$ cat src/rtl/wptr_full_ctrl_if.sv
// wptr_full_ctrl_if: write-side FIFO pointer, flag and RAM-strobe bundle
interface wptr_full_ctrl_if #(
    parameter int AW = 10
);
    logic          wrt_enable;
    logic [AW:0]   rptr_gray_async;
    logic          ovf_clr;
    logic          wrt_en;
    logic [AW-1:0] waddr;
    logic [AW:0]   wptr;
    logic [AW:0]   wptr_gray;
    logic [AW:0]   wlevel;
    logic          full;
    logic          almost_full;
    logic          overflow;
    modport master (
        output wrt_enable, rptr_gray_async, ovf_clr,
        input  wrt_en, waddr, wptr, wptr_gray, wlevel, full, almost_full, overflow
    );
    modport slave (
        input  wrt_enable, rptr_gray_async, ovf_clr,
        output wrt_en, waddr, wptr, wptr_gray, wlevel, full, almost_full, overflow
    );
endinterface

$ cat src/rtl/wptr_full_ctrl.sv
// wptr_full_ctrl: async-FIFO write pointer, full/almost-full and overflow control
module wptr_full_ctrl #(
    parameter int depth       = 1024,
    parameter int SYNC_STAGES = 2,
    parameter int AF_THRESH   = depth - 2
) (
    input  logic           clk_w,
    input  logic           rst_w,
    wptr_full_ctrl_if.slave bus
);
    localparam int          AW      = $clog2(depth);
    localparam logic [AW:0] DEPTH_V = (AW+1)'(depth);
    localparam logic [AW:0] AF_V    = (AW+1)'(AF_THRESH);

    logic [AW:0] sync_q [SYNC_STAGES];
    logic [AW:0] rgray_s;
    logic [AW:0] rbin_s;
    logic [AW:0] wptr_q, wptr_d;
    logic [AW:0] wgray_q, wgray_d;
    logic [AW:0] wlevel_q, wlevel_d;
    logic        full_q, full_d;
    logic        af_q, af_d;
    logic        ovf_q, ovf_d;
    logic        en_w;

    assign rgray_s = sync_q[SYNC_STAGES-1];

    // Gray to binary: each binary bit is the XOR of all Gray bits at or above it
    always_comb begin
        rbin_s = '0;
        for (int i = 0; i <= AW; i++) rbin_s[i] = ^(rgray_s >> i);
    end

    assign en_w     = bus.wrt_enable & ~full_q & ~rst_w;
    assign wptr_d   = wptr_q + (AW+1)'(en_w);
    assign wgray_d  = wptr_d ^ (wptr_d >> 1);
    assign wlevel_d = wptr_d - rbin_s;
    assign full_d   = wlevel_d == DEPTH_V;
    assign af_d     = wlevel_d >= AF_V;
    assign ovf_d    = (bus.wrt_enable & full_q) | (ovf_q & ~bus.ovf_clr);

    // Read-pointer synchronizer chain into the write clock domain
    always_ff @(posedge clk_w) begin
        if (rst_w) begin
            for (int i = 0; i < SYNC_STAGES; i++) sync_q[i] <= '0;
        end else begin
            sync_q[0] <= bus.rptr_gray_async;
            for (int i = 1; i < SYNC_STAGES; i++) sync_q[i] <= sync_q[i-1];
        end
    end

    // Write pointer, its Gray image, level and flags all advance on the same edge
    always_ff @(posedge clk_w) begin
        if (rst_w) begin
            wptr_q   <= '0;
            wgray_q  <= '0;
            wlevel_q <= '0;
            full_q   <= 1'b0;
            af_q     <= 1'b0;
            ovf_q    <= 1'b0;
        end else begin
            wptr_q   <= wptr_d;
            wgray_q  <= wgray_d;
            wlevel_q <= wlevel_d;
            full_q   <= full_d;
            af_q     <= af_d;
            ovf_q    <= ovf_d;
        end
    end

    assign bus.wrt_en      = en_w;
    assign bus.waddr       = wptr_q[AW-1:0];
    assign bus.wptr        = wptr_q;
    assign bus.wptr_gray   = wgray_q;
    assign bus.wlevel      = wlevel_q;
    assign bus.full        = full_q;
    assign bus.almost_full = af_q;
    assign bus.overflow    = ovf_q;
endmodule

$ cat src/flat_wrapper.sv
// flat-port wrapper written by rule: the top's interface ports become plain ports
module wptr_full_ctrl_flat 
#(
    parameter int depth       = 1024,
    parameter int SYNC_STAGES = 2,
    parameter int AF_THRESH   = depth - 2
)
  (clk_w, rst_w, bus_wrt_enable, bus_rptr_gray_async, bus_ovf_clr, bus_wrt_en, bus_waddr, bus_wptr, bus_wptr_gray, bus_wlevel, bus_full, bus_almost_full, bus_overflow);
  wptr_full_ctrl_if bus_i ();
  input  logic clk_w;
  input  logic rst_w;
  input wire logic [$bits(bus_i.wrt_enable)-1:0] bus_wrt_enable;
  input wire logic [$bits(bus_i.rptr_gray_async)-1:0] bus_rptr_gray_async;
  input wire logic [$bits(bus_i.ovf_clr)-1:0] bus_ovf_clr;
  output wire logic [$bits(bus_i.wrt_en)-1:0] bus_wrt_en;
  output wire logic [$bits(bus_i.waddr)-1:0] bus_waddr;
  output wire logic [$bits(bus_i.wptr)-1:0] bus_wptr;
  output wire logic [$bits(bus_i.wptr_gray)-1:0] bus_wptr_gray;
  output wire logic [$bits(bus_i.wlevel)-1:0] bus_wlevel;
  output wire logic [$bits(bus_i.full)-1:0] bus_full;
  output wire logic [$bits(bus_i.almost_full)-1:0] bus_almost_full;
  output wire logic [$bits(bus_i.overflow)-1:0] bus_overflow;
  assign bus_i.wrt_enable = bus_wrt_enable;
  assign bus_i.rptr_gray_async = bus_rptr_gray_async;
  assign bus_i.ovf_clr = bus_ovf_clr;
  assign bus_wrt_en = bus_i.wrt_en;
  assign bus_waddr = bus_i.waddr;
  assign bus_wptr = bus_i.wptr;
  assign bus_wptr_gray = bus_i.wptr_gray;
  assign bus_wlevel = bus_i.wlevel;
  assign bus_full = bus_i.full;
  assign bus_almost_full = bus_i.almost_full;
  assign bus_overflow = bus_i.overflow;
  wptr_full_ctrl #(.depth(depth), .SYNC_STAGES(SYNC_STAGES), .AF_THRESH(AF_THRESH)) u_core (.clk_w(clk_w), .rst_w(rst_w), .bus(bus_i));
endmodule
$ cat config.mk
export PLATFORM = sky130hd
export DESIGN_NAME = wptr_full_ctrl_flat
export DESIGN_NICKNAME = d
export VERILOG_FILES = /design/src/rtl/wptr_full_ctrl_if.sv /design/src/rtl/wptr_full_ctrl.sv /design/src/flat_wrapper.sv
export SDC_FILE = /design/constraint.sdc
export NUM_CORES = 1
export LEC_CHECK = 0
export ABC_AREA = 1
export CAP_MARGIN = 10
export CORE_MARGIN = 1.5
export CORE_UTILIZATION = 55
export CTS_CLUSTER_DIAMETER = 50
export CTS_CLUSTER_SIZE = 40
export DETAILED_ROUTE_END_ITERATION = 7
export MAX_ROUTING_LAYER = met4
export PLACE_DENSITY = 0.85
export SLEW_MARGIN = 10
export SYNTH_ARGS = -nofsm -noshare
export SYNTH_HDL_FRONTEND = slang
export SYNTH_SLANG_ARGS = --single-unit
$ cat constraint.sdc
create_clock -name clk_w -period 8.55 [get_ports clk_w]
set_clock_uncertainty 0.05 [all_clocks]
set_input_delay 0.855 -clock clk_w [delete_from_list [all_inputs] [get_ports clk_w]]
set_output_delay 0.855 -clock clk_w [all_outputs]
set_load 0.1 [all_outputs]
==> flow_summary.json <==
{
  "status": "finished, final reports clean",
  "period_needed_ns": 4.11,
  "tightest_slew_ns": 0.992,
  "syn_nets": 464,
  "clk_pin_slew_worst_paths_ns": 0.06,
  "min_path_type": "reg -> reg",
  "finalSetupViolCount": 0,
  "start_util_pct": 58.2,
  "fin_setup_tns_ns": 0,
  "synth.distinct_cells": 32,
  "slew_viol_final": 0,
  "hold_buffers": 0,
  "avgRoutedWirePerCell_um": 11.9,
  "maxCapViolCount": 0,
  "h-tree-depth": 3,
  "drive_gt1_share_pct": 11.8,
  "hpwl_um": 5150,
  "fp.dieH_um": 77.2,
  "grt_max_degree": 46,
  "overflow": 0,
  "hold_violations": 0,
  "startpoint_type": "primary input",
  "crit_slowest_cell": "clkdlybuf4s50_1",
  "ys_ff_latch": 57,
  "die_area_um2": 5960,
  "path_cells": "clkdlybuf4s50_1 -> buf_4 -> inv_1 -> nand2_1 -> nor2_1 -> clkdlybuf4s50_1",
  "final_core_utilization_pct": 73.2,
  "crit_path_frequent_cell": "clkdlybuf4s50_1",
  "detail_route.first_pass.iterations": 5,
  "synth_cells": 439,
  "slew_headroom_pct": 33.7,
  "path_buf_inv": 4,
  "core_area_um2": 5200,
  "io_buffers": 61,
  "track_usage_pct": 25.9,
  "grt_pass1_wl_um": 11800,
  "synth_top_area_share_pct": 37.7,
  "ctsResizeCount": 0,
  "syn_area_um2": 3030,
  "rsz0062_at_grt": "false",
  "cts_tree": "built",
  "drc": 0,
  "clkSinkCount": 57,
  "cpLargestDelayFamily": "buffers and inverters",
  "critical_path_class": "in -> out",
  "antenna_found_initial": 0,
  "crit_arrival_ns": 3.20,
  "hold_ws_ns": 0.351,
  "yosysWarnings": 0,
  "via_per_inst": 4.96,
  "cts_buffers": 9,
  "avgSynthCellArea_um2": 6.90,
  "root_buffer": "clkbuf_8",
  "synth.largest_area_cell": "dfxtp_1",
  "final_cells": 569,
  "area_growth_pct": 25.8,
  "most-common-layout-cells": "nand2_1 (110), inv_1 (63), nor2_1 (62)",
  "cp.required_ns": 7.65,
  "p_leak_nw": 1.87,
  "dp_cells": 553,
  "cp_max_fo": 45,
  "chipWidth_um": 77.2,
  "place.gp.congestion": 0.926,
  "insertion_delay_ns": 0.34,
  "num_antenna_cells": 0,
  "synth_seq_area_share_pct": 37.7,
  "fin_crit_sh_pct": 48.1,
  "grt_pass1_vias": 2680,
  "critPathCaptureType": "output pin",
  "postCtsSetupRepairBufs": 0,
  "dr_total_vias": 2822,
  "n_fill_cell": 419,
  "nets": 519,
  "p_per_area_nw_per_um2": 205,
  "rows": 26,
  "postRouteAntennaNets": 0,
  "ioPinCount": 62,
  "cts.path.max_buffers": 2,
  "final_common_cell": "nand2_1",
  "timing.fmax_mhz": 243,
  "ys_top_cells_by_area": "dfxtp_1 (38%), nand2_1 (14%), inv_1 (7.8%), nor2_1 (7.7%), nand2_2 (4.8%)",
  "max_stage_delay_ns": 1.18,
  "wirelength_um": 6770,
  "drt-initial-drc-count": 209,
  "ir_worst_vdd_v": 0.000172
}
## tightest hold or removal path: stages (launching register included)
cell and delay [ns]:
dfxtp_1 0.30, inv_1 0.04, nor2_1 0.03
## worst paths after layout
path,from,to,slack (ns),cells after the start
worst max register to register,u_core.sync_q[0][21],u_core.bus.full,5.48,20
worst min register to register,u_core.sync_q[0][1],u_core.sync_q[0][12],0.35,2
worst max-delay path,rst_w,bus_wrt_en,4.44,6
worst min-delay path,u_core.sync_q[0][1],u_core.sync_q[0][12],0.35,2
## cells by family (layout without fill, tap and decap cells)
logic type / count (synthesis) / after routing / share of synthesized area, %
flip-flops: 57 / 57 / 37.7
XOR/XNOR: 18 / 18 / 5.21
adder cells (fa/ha/maj): 10 / 10 / 4.38
AND/OR/NAND/NOR: 238 / 238 / 35.2
AO/OA/AOI/OAI: 24 / 24 / 4.63
buffers and inverters: 92 / 152 / 12.9
## synthesized netlist by cell type
master	n
a21oi_1	9
o21bai_1	3
xor2_1	13
a21oi_2	1
nand3b_1	2
buf_4	12
xnor2_1	5
nand3_2	4
nand3b_2	1
nor2_1	62
clkinv_1	2
nor2_4	2
o21ai_1	1
a22o_1	1
a21boi_1	1
o21ai_0	7
buf_2	1
ha_1	9
clkbuf_1	5
and2_0	1
fa_1	1
nand2_2	23
inv_1	63
nand4_1	3
a22oi_1	1
inv_2	9
nand2_4	1
dfxtp_1	57
nand3_1	24
nor3_1	1
nor2_2	4
nand2_1	110
## routing by layer
layer	global-route usage (%)	vias up	share of wire, %	routed length [um]
met5	-	-	0	0
met4	15.6	0	2.6	174
met3	5.48	18	6.0	407
met2	43.1	109	48	3270
met1	28.3	1269	43	2910
li1	-	1426	-	-
## metrics by stage
| step | total power (W) | cell area, um2 | setup slack (ns) |
|---|---|---|---|
| CTS | 0.000780 | 3810 | 4.44 |
| detailed placement | 0.000537 | 3620 | 4.19 |
| global placement | 0.000533 | 3620 | 4.29 |
| floorplan | 0.000485 | 3030 | 3.69 |
| global route | 0.000819 | 3810 | 4.10 |
| finish | 0.000779 | 3810 | 4.44 |
## sequential cells by signal, indices dropped and copies added, names as in the netlist
signal                  cells
u_core.bus.almost_full      1
u_core.bus.full             1
u_core.bus.overflow         1
u_core.bus.wlevel          11
u_core.bus.wptr            10
u_core.bus.wptr_gray       11
u_core.sync_q              22
## cell type report
type,instances,area (um2),share of cell area [%]
clock buffers,13,149,3.91
well taps,70,87.6,2.30
repair buffers,62,618,16.2
flip-flops and latches,57,1140,30.0
clock inverters,3,40.0,1.05
multi-input cells,290,1500,39.3
inverters,74,278,7.29
## power breakdown
group	total, W	internal, W	switching [W]	leakage (nW)
sequential	0.000289	0.000282	0.00000701	0.468
combinational	0.000244	0.0000670	0.000177	1.30
clock	0.000245	0.000142	0.000103	0.0974
Power figures use the tool's default switching activity.
